### src/rtl/shift_operand_stage.sv
// shift_operand_stage: two-entry skid buffer holding {X, Y, oor} operand
// pairs for a 32-bit logical right shifter. The head entry drives X_q/Y_q,
// and amt_oor flags shift amounts of 32 or more.
module shift_operand_stage #(
  parameter int CNT_W = 16
) (
  input  logic             clk,
  input  logic             rst_n,
  input  logic             in_valid,
  output logic             in_ready,
  input  logic [31:0]      X,
  input  logic [31:0]      Y,
  output logic             out_valid,
  input  logic             out_ready,
  output logic [31:0]      X_q,
  output logic [31:0]      Y_q,
  output logic             amt_oor,
  output logic [CNT_W-1:0] xfer_cnt
);

  typedef enum logic [1:0] {
    EMPTY,
    ONE,
    TWO
  } state_t;

  state_t      state;
  logic [31:0] m_x, m_y, s_x, s_y;
  logic        m_oor, s_oor;
  logic        push, pop, in_oor;

  assign in_oor    = |Y[31:5];
  assign out_valid = (state != EMPTY);
  assign push      = in_valid & in_ready;
  assign pop       = out_valid & out_ready;

  assign X_q     = m_x;
  assign Y_q     = m_y;
  assign amt_oor = m_oor;

  // Occupancy FSM, entry storage, registered in_ready and transfer counter
  always_ff @(posedge clk or negedge rst_n) begin
    if (!rst_n) begin
      state    <= EMPTY;
      in_ready <= 1'b1;
      m_x      <= '0;
      m_y      <= '0;
      m_oor    <= 1'b0;
      s_x      <= '0;
      s_y      <= '0;
      s_oor    <= 1'b0;
      xfer_cnt <= '0;
    end else begin
      if (pop) begin
        xfer_cnt <= xfer_cnt + 1'b1;
      end
      case (state)
        EMPTY: begin
          if (push) begin
            m_x   <= X;
            m_y   <= Y;
            m_oor <= in_oor;
            state <= ONE;
          end
          in_ready <= 1'b1;
        end
        ONE: begin
          // Simultaneous push and pop refills the head directly so a
          // streaming source sees no bubble.
          if (push && pop) begin
            m_x   <= X;
            m_y   <= Y;
            m_oor <= in_oor;
            in_ready <= 1'b1;
          end else if (push) begin
            s_x      <= X;
            s_y      <= Y;
            s_oor    <= in_oor;
            state    <= TWO;
            in_ready <= 1'b0;
          end else if (pop) begin
            state    <= EMPTY;
            in_ready <= 1'b1;
          end else begin
            in_ready <= 1'b1;
          end
        end
        TWO: begin
          if (pop) begin
            m_x      <= s_x;
            m_y      <= s_y;
            m_oor    <= s_oor;
            state    <= ONE;
            in_ready <= 1'b1;
          end else begin
            in_ready <= 1'b0;
          end
        end
        default: begin
          state    <= EMPTY;
          in_ready <= 1'b1;
        end
      endcase
    end
  end

endmodule

### config.mk
export PLATFORM = sky130hd
export DESIGN_NAME = shift_operand_stage
export DESIGN_NICKNAME = d
export VERILOG_FILES = /design/src/rtl/shift_operand_stage.sv
export SDC_FILE = /design/constraint.sdc
export NUM_CORES = 1
export LEC_CHECK = 0
export ABC_AREA = 1
export BUFFER_PORTS_ARGS = -buffer_cell sky130_fd_sc_hd__buf_4
export CAP_MARGIN = 20
export CORE_MARGIN = 2
export CORE_UTILIZATION = 40
export CTS_CLUSTER_DIAMETER = 40
export DETAILED_ROUTE_END_ITERATION = 10
export HOLD_SLACK_MARGIN = 0.12
export SLEW_MARGIN = 10
export SYNTH_ARGS = -nofsm -noshare
export SYNTH_HDL_FRONTEND = slang
export SYNTH_SLANG_ARGS = --single-unit
### constraint.sdc
create_clock -name clk -period 2.2 [get_ports clk]
set_clock_uncertainty 0.2 [all_clocks]
set_input_delay 0.33 -clock clk [delete_from_list [all_inputs] [get_ports clk]]
set_output_delay 0.33 -clock clk [all_outputs]
set_load 0.02 [all_outputs]
; After elaboration in Yosys (flattened, before gate mapping)
; Cells that the tools add are included.
[totals]
register_bits = 149
out_inout_bits = 83
word_cells = 50
[classes]
n_addsub = 1
n_eq_ne = 7
mux = 22
bitwise = 3
reduce_logical = 8
[op_table]
columns = operator, n
row1 = two-way mux 32 bit, 6
row2 = case mux 32 bit (3 select lines), 2
row3 = OR reduction 27 bit, 1
row4 = adder 16 x 1 -> 16 bit (second input constant), 1
row5 = two-way mux 2 bit, 5
row6 = inequality test 2 bit (second input constant), 4
row7 = AND reduction 4 bit, 2
row8 = two-way mux 1 bit, 6
row9 = case mux 2 bit (3 select lines), 1
row10 = inequality test 3 bit (second input constant), 1
row11 = case mux 1 bit (3 select lines), 1
row12 = AND reduction 3 bit, 1
row13 = nonzero test 3 bit, 1
row14 = bitwise AND 1 bit, 2
row15 = equality test 2 x 1 -> 1 bit (second input constant), 1
row16 = equality test 2 bit (second input constant), 1
row17 = logical NOT 2 bit, 1
row18 = case mux 1 bit (2 select lines), 1
row19 = nonzero test 2 bit, 1
row20 = logical AND 1 bit, 1
row21 = inverter 1 bit, 1

; Logic depth before layout (Yosys ltp)
; Gate-level depths: netlist of run 1.
[depth]
depth_word = 6
depth_mapped = 11
depth_no_buf = 10

; Worst setup path after synthesis of run 1
; OpenSTA, ideal clock, no wires.
[synth_path]
kind = register to register
from = reg state[0]
to = reg m_y[0] (netlist: Y_q[0])
setup_ps = 123
arrival_ps = 1514
slack_ps = 363
stages_incl_launch_ff = 11
n_path_buf = 2
synth_period_minus_slack_ps = 1837
path_cell_list = dfrtp_1 inv_1 ha_1 inv_2 nand2_4 o21ai_2 nand3_2 buf_6 buf_4 nand2_1 o21ai_1
[synth_via]
elab_chain_len = 5
elab_cells_between_ends = 12
classes_between = 5 x eq/ne / 1 x mux / 1 x bitwise / 5 x reduce/logical
[synth_rtl]
columns = element, line_no
row1 = start: declaration, 27  ; state_t state;
row2 = start signal: assignment, 44  ; state <= EMPTY;
row3 = start signal: assignment, 63  ; state <= ONE;
row4 = start signal: assignment, 79  ; state <= TWO;
row5 = nonzero test 2 bit (*), 33  ; assign out_valid = (state != EMPTY);
row6 = net out_valid, 13  ; output logic out_valid,
row7 = bitwise AND 1 bit (*), 35  ; assign pop = out_valid & out_ready;
row8 = logical AND 1 bit, 70  ; if (push && pop) begin
row9 = inequality test 2 bit (no line), --
row10 = AND reduction 4 bit (no line) (*), --
row11 = end signal: assignment, 91  ; m_y <= s_y;
row12 = end: declaration, 28  ; logic [31:0] m_x, m_y, s_x, s_y;
; Mark *: on every way through the listed nets, which the timed path passes. The rest lies on a longest branch.
; A chain may end at the register's enable or synchronous reset.

; Worst setup path after layout of run 1
[layout_path]
from = reg state[1]
to = reg s_y[20]
[layout_via]
elab_chain_len = 5
elab_cells_between_ends = 6
classes_between = 1 x eq/ne / 2 x bitwise / 3 x reduce/logical
[layout_rtl]
columns = element, line_no
row1 = nonzero test 2 bit, 33
row2 = bitwise AND 1 bit, 35
row3 = logical AND 1 bit, 70
row4 = inverter 1 bit (no line), --
row5 = AND reduction 3 bit (no line) (*), --
row6 = end signal: assignment, 50  ; s_y <= '0;
row7 = end signal: assignment, 77  ; s_y <= Y;
row8 = end: declaration, 28
; Mark *: on every way between the ends. The rest lies on a longest branch, timed or not.

==> results of run 1 <==
## registers in the layout, indices dropped and copies added (netlist names)
| signal | flops |
|---|---|
| X_q | 32 |
| Y_q | 32 |
| s_x | 32 |
| s_y | 32 |
| xfer_cnt | 16 |
| state | 2 |
| amt_oor | 1 |
| in_ready | 1 |
| s_oor | 1 |
## layout make-up
class	instances	area (um2)
Sequential cell	149	3730
Clock buffer	24	492
Timing Repair Buffer	232	1990
Multi-Input combinational cell	504	2460
Fill cell	1481	7150
Inverter	60	229
Clock inverter	8	145
Tap cell	220	275
## critical path, cell delays in order (launching register included)
cell and delay (ns):
dfrtp_1 0.42, inv_1 0.10, ha_1 0.16, inv_2 0.06, nand2_4 0.13, inv_4 0.08
nor3_4 0.14, clkinv_2 0.12, buf_12 0.21, nand2_1 0.09, o21ai_0 0.07
## placed cells by master, fill, tap and decap left out, drive strengths merged, types with 5 or more instances in the layout
cell and instances:
o21ai 144, nand2 274, mux2i 27, dfrtp 148, xnor2 5, xor2 6
nand3 11, dlygate4sd3 66, clkbuf 24, ha 5, buf 166, nor2 22
inv 59
## cell families after synthesis
| group | synth area share, % |
|---|---|
| mux | 4.03 |
| simple gates | 18.5 |
| buf+inv | 7.84 |
| flops | 55.7 |
| compound gates | 11.6 |
| xor+xnor | 1.44 |
| fa+ha+maj | 0.934 |
## where the power goes
group | switching, mW | internal, mW
sequential | 0.727 | 4.05
clock | 1.10 | 2.02
combinational | 3.51 | 2.33
total | 5.34 | 8.40
## layer usage
metal	wire length (um)	global-route usage [%]	vias to the layer above
li1	-	-	2820
met1	7440	24.5	2481
met2	7230	28.2	121
met3	764	4.83	13
met4	151	5.38	0
met5	0	0	-
## worst max path at each step
| stage | start | end | slack, ns | depth (start not counted) |
|---|---|---|---|---|
| 4_1_cts | state[1]$_DFFE_PN0P_ | s_y[15]$_DFFE_PN0P_ | 0.25 | 10 |
| 3_5_place_dp | state[1]$_DFFE_PN0P_ | s_y[16]$_DFFE_PN0P_ | 0.26 | 10 |
| 6_report | state[1]$_DFFE_PN0P_ | s_y[20]$_DFFE_PN0P_ | 0.27 | 10 |
| 3_3_place_gp | state[0]$_DFFE_PN0P_ | Y_q[10]$_DFFE_PN0P_ | 0.31 | 9 |
| 5_1_grt | state[1]$_DFFE_PN0P_ | s_y[15]$_DFFE_PN0P_ | 0.05 | 10 |
| 2_1_floorplan | state[0]$_DFFE_PN0P_ | Y_q[0]$_DFFE_PN0P_ | 0.36 | 10 |
## per-stage QoR
step / setup slack [ns] / instances
floorplan: 0.363 / 752
global placement: 0.313 / 1099
detailed placement: 0.258 / 1099
CTS: 0.249 / 1197
global route: 0.0516 / 1197
finish: 0.273 / 1197
==> impl_metrics.tcl, run 1 <==
set metrics [dict create \
    cp_max_fo 68 \
    synth_common_cells "nand2_1 (272), dfrtp_1 (148), o21ai_0 (68), o21ai_1 (65), inv_1 (55)" \
    io_pins 151 \
    reg2reg_depth 10 \
    cp.arrival_ns 2.02 \
    synth.most_common_cell "nand2_1" \
    htreeDepth 4 \
    vias 5435 \
    vias_per_cell 4.54 \
    crit_required_ns 2.29 \
    synth.avg_cell_area_um2 8.91 \
    root_buffer "clkbuf_16" \
    power_mw 13.7 \
    grt_setup_unrepaired "false" \
    yosys_warnings 0 \
    yosys_most_used_dff "dfrtp_1" \
    peakVddDrop_mv 0.693 \
    max_freq_mhz 519 \
    synth.largest_area_cell "dfrtp_1" \
    relSlewSlack_pct 76.4 \
    diodes 0 \
    clk_pin_slew_ns 0.06 \
    cts_tree "done" \
    synth_edf_count 0 \
    rows 47 \
    synth_nets 825 \
    core-area_um2 16500 \
    place_area_um2 8020 \
    place.gp.congestion 0.745 \
    r2r_slack_ns 0.27 \
    status "complete, no violations" \
    ctsResizeCount 0 \
    cts.sinks 149 \
    antenna_found_initial 0 \
    finalHoldViolCount 0 \
    cts_setup_buffers 0 \
    post-route-util_pct 56.6 \
    numPortBuffers 150 \
    cts_buffers 17 \
    powerDensity_nw_per_um2 1470 \
    critPathCaptureType "register" \
    avgRoutedWirePerCell_um 13.0 \
    setup_viol 0 \
    grt_pass1_wl_um 25400 \
    dp_hpwl_um 10400 \
    cts-hold-fix-buffers 66 \
    p_leak_nw 4.69 \
    grt_max_degree 69 \
    stdcell_area_um2 9310 \
    dieArea_um2 17800 \
    critPathKind "reg2reg" \
    insertion_delay_ns 0.41 \
    whs_ns 0.148 \
    die_x_um 133 \
    timing.rr.start "state[1]$_DFFE_PN0P_" \
    synthArstFlopShare_pct 100 \
    worstMarginPinSlew_ns 0.354 \
    finalNetCount 1037 \
    grt.total_usage_pct 18.0 \
    grt_pass1_vias 5071 \
    synth_area_leaders "dfrtp_1 (55%), nand2_1 (15%), o21ai_0 (5.1%), o21ai_1 (4.9%), mux2i_1 (4.0%)" \
    ys_ff_latch 149 \
    ys_types 28 \
    antenna_left 0 \
    drv_cap 0 \
    grt.overflow.total 0 \
    layout_min_cycle_time_ns 1.93 \
    drtPass1Iterations 4 \
    hold_path.class "in2async" \
    timing.rr.end "s_y[20]$_DFFE_PN0P_" \
    drt-total-wl_um 15600 \
    die_y_um 133 \
    drive_above_1_share_pct 22.3 \
    cp-start-kind "register" \
    ctsLongestPathBuffers 2 \
    fin_crit_sh_pct 87.6 \
    synth_cells 752 \
    drt_drc_violations_left 0 \
    drt-initial-drc-count 284 \
    syn_area_um2 6700 \
    syn2layout_area_growth_pct 39.0 \
    tns_ns 0 \
    drv_slew 0 \
    synth_top_area_share_pct 55.3 \
    ys_seq_area_share_pct 55.7 \
    initial_core_util_pct 40.7 \
]
(Power assumes the default switching activity.)
==> run 2, diff against run 1 <==
==> constraint.sdc (replaced) <==
create_clock -name clk -period 2.2 [get_ports clk]
set_clock_uncertainty 0.2 [all_clocks]
set_input_delay 0.22 -clock clk [delete_from_list [all_inputs] [get_ports clk]]
set_output_delay 0.22 -clock clk [all_outputs]
set_load 0.02 [all_outputs]
==> run 2 against run 1 <==
Compared with the run above:
- wire length shrank 1.7%
- first-iteration DRC count grew 4.2%
- sequential cell count stayed put
- fmax is 1.8% lower
- worst setup slack got worse by 0.036 ns
- clock power decreased by 6%
- die area did not move
- power is 1.6% lower
- final area is 0.31% lower
- largest power group unchanged
==> impl_metrics.tcl, run 2 (synthesized netlist as in run 1, its figures left out) <==
set metrics [dict create \
    hold_path.class "in2async" \
    mostFrequentLayoutCell "nand2_1" \
    clk_pin_slew_ns 0.06 \
    cts_buffers 17 \
    multi_input_area_um2 2460 \
    powerDensity_nw_per_um2 1460 \
    worstMarginPinSlew_ns 0.482 \
    numPortBuffers 150 \
    dp_hpwl_um 10100 \
    cts.sinks 149 \
    setup_viol 0 \
    grt_setup_unrepaired "false" \
    grt_pass1_vias 5312 \
    critPathTopFamily "buffers and inverters" \
    insertion_delay_ns 0.42 \
    vias 5446 \
    tns_ns 0 \
    drt-total-wl_um 15300 \
    final_cell_mix "nand2_1 (272), buf_4 (160), dfrtp_1 (148), o21ai_0 (68), dlygate4sd3_1 (67)" \
    fillers 1491 \
    cp.arrival_ns 2.05 \
    layout_min_cycle_time_ns 1.96 \
    timing.rr.end "s_y[3]$_DFFE_PN0P_" \
    critPathCaptureType "register" \
    crit_chain "inv_1 > ha_1 > inv_2 > nand2_4 > inv_4 > nor3_4 > clkinv_2 > buf_12 > nand2_1 > o21ai_0" \
    antenna_found_initial 1 \
    dieArea_um2 17800 \
    whs_ns 0.104 \
    max_freq_mhz 510 \
    finalNetCount 1039 \
    finalHoldViolCount 0 \
    drive_above_1_share_pct 22.4 \
    reg2reg_depth 10 \
    htreeDepth 4 \
    r2r_slack_ns 0.24 \
    critPathKind "reg2reg" \
    regArea_um2 3730 \
    drt_drc_violations_left 0 \
    die_y_um 133 \
    rows 47 \
    crit_slowest_cell "dfrtp_1" \
    cts_setup_buffers 0 \
    drv_cap 0 \
    ctsResizeCount 0 \
    antenna_left 0 \
    path_buf_inv 5 \
    grt_pass1_wl_um 26000 \
    cts_tree "done" \
    peakVddDrop_mv 0.675 \
    grt.total_usage_pct 18.3 \
    post-route-util_pct 56.4 \
    initial_core_util_pct 40.7 \
    place.gp.congestion 0.744 \
    cp_max_fo 68 \
    timing.rr.start "state[0]$_DFFE_PN0P_" \
    vias_per_cell 4.55 \
    startpoint "state[0]$_DFFE_PN0P_" \
    io_pins 151 \
    grt.overflow.total 0 \
    crit_required_ns 2.28 \
    p_leak_nw 4.69 \
    max_stage_delay_ns 0.41 \
    cts-hold-fix-buffers 67 \
    drt-initial-drc-count 296 \
    ctsLongestPathBuffers 2 \
    grt_max_degree 69 \
    status "complete, no violations" \
    cp-start-kind "register" \
    root_buffer "clkbuf_16" \
    die_x_um 133 \
    core-area_um2 16500 \
    syn2layout_area_growth_pct 38.5 \
    drv_slew 0 \
    avgRoutedWirePerCell_um 12.8 \
    relSlewSlack_pct 67.9 \
    drtPass1Iterations 5 \
    fin_crit_sh_pct 89.2 \
]
[run 2: report_power, final]
part / internal, mW / switching [mW]
registers: 4.05 / 0.710
clock network: 1.82 / 1.10
logic: 2.34 / 3.49
total: 8.20 / 5.31
[run 2: how the worst max path moves through the flow]
stage | slack [ns] | end | cells past startpoint
finish | 0.24 | s_y[3]$_DFFE_PN0P_ | 10
global route | 0.06 | s_y[5]$_DFFE_PN0P_ | 10
CTS | 0.24 | s_y[16]$_DFFE_PN0P_ | 9
detailed placement | 0.25 | s_y[14]$_DFFE_PN0P_ | 10
global placement | 0.33 | Y_q[13]$_DFFE_PN0P_ | 9
floorplan | 0.36 | Y_q[0]$_DFFE_PN0P_ | 10
[run 2: layout make-up]
cell class / instances / share of cell area (%)
Sequential cell: 149 / 40.2
Timing Repair Buffer: 234 / 21.6
Multi-Input combinational cell: 504 / 26.5
Clock inverter: 10 / 1.42
Tap cell: 220 / 2.96
Inverter: 60 / 2.47
Antenna cell: 1 / 0.0270
Clock buffer: 20 / 4.92
[run 2: worst register-to-register path: cells and delay by family (launching register included)]
family,cells,cell delay [ns]
simple gates,3,0.39
compound gates,1,0.09
flops,1,0.41
fa+ha+maj,1,0.17
buf+inv,5,0.57
[run 2: metrics by stage]
| stage | std cells | area [um2] | setup WS, ns | total power [mW] |
|---|---|---|---|---|
| global placement | 1100 | 8020 | 0.329 | 10.5 |
| CTS | 1197 | 9280 | 0.237 | 13.7 |
| detailed placement | 1100 | 8020 | 0.249 | 10.6 |
| global route | 1198 | 9280 | 0.0561 | 14.6 |
| finish | 1198 | 9280 | 0.237 | 13.5 |
| floorplan | 752 | 6700 | 0.363 | 8.72 |
[run 2: routing by layer]
metal,vias to the layer above,wire (um),GRT usage (%),share of wire (%)
li1,2825,-,-,-
met1,2475,7530,24.9,49
met2,131,6850,28.8,45
met3,15,732,4.38,4.8
met4,0,219,6.26,1.4
met5,-,0,0,0
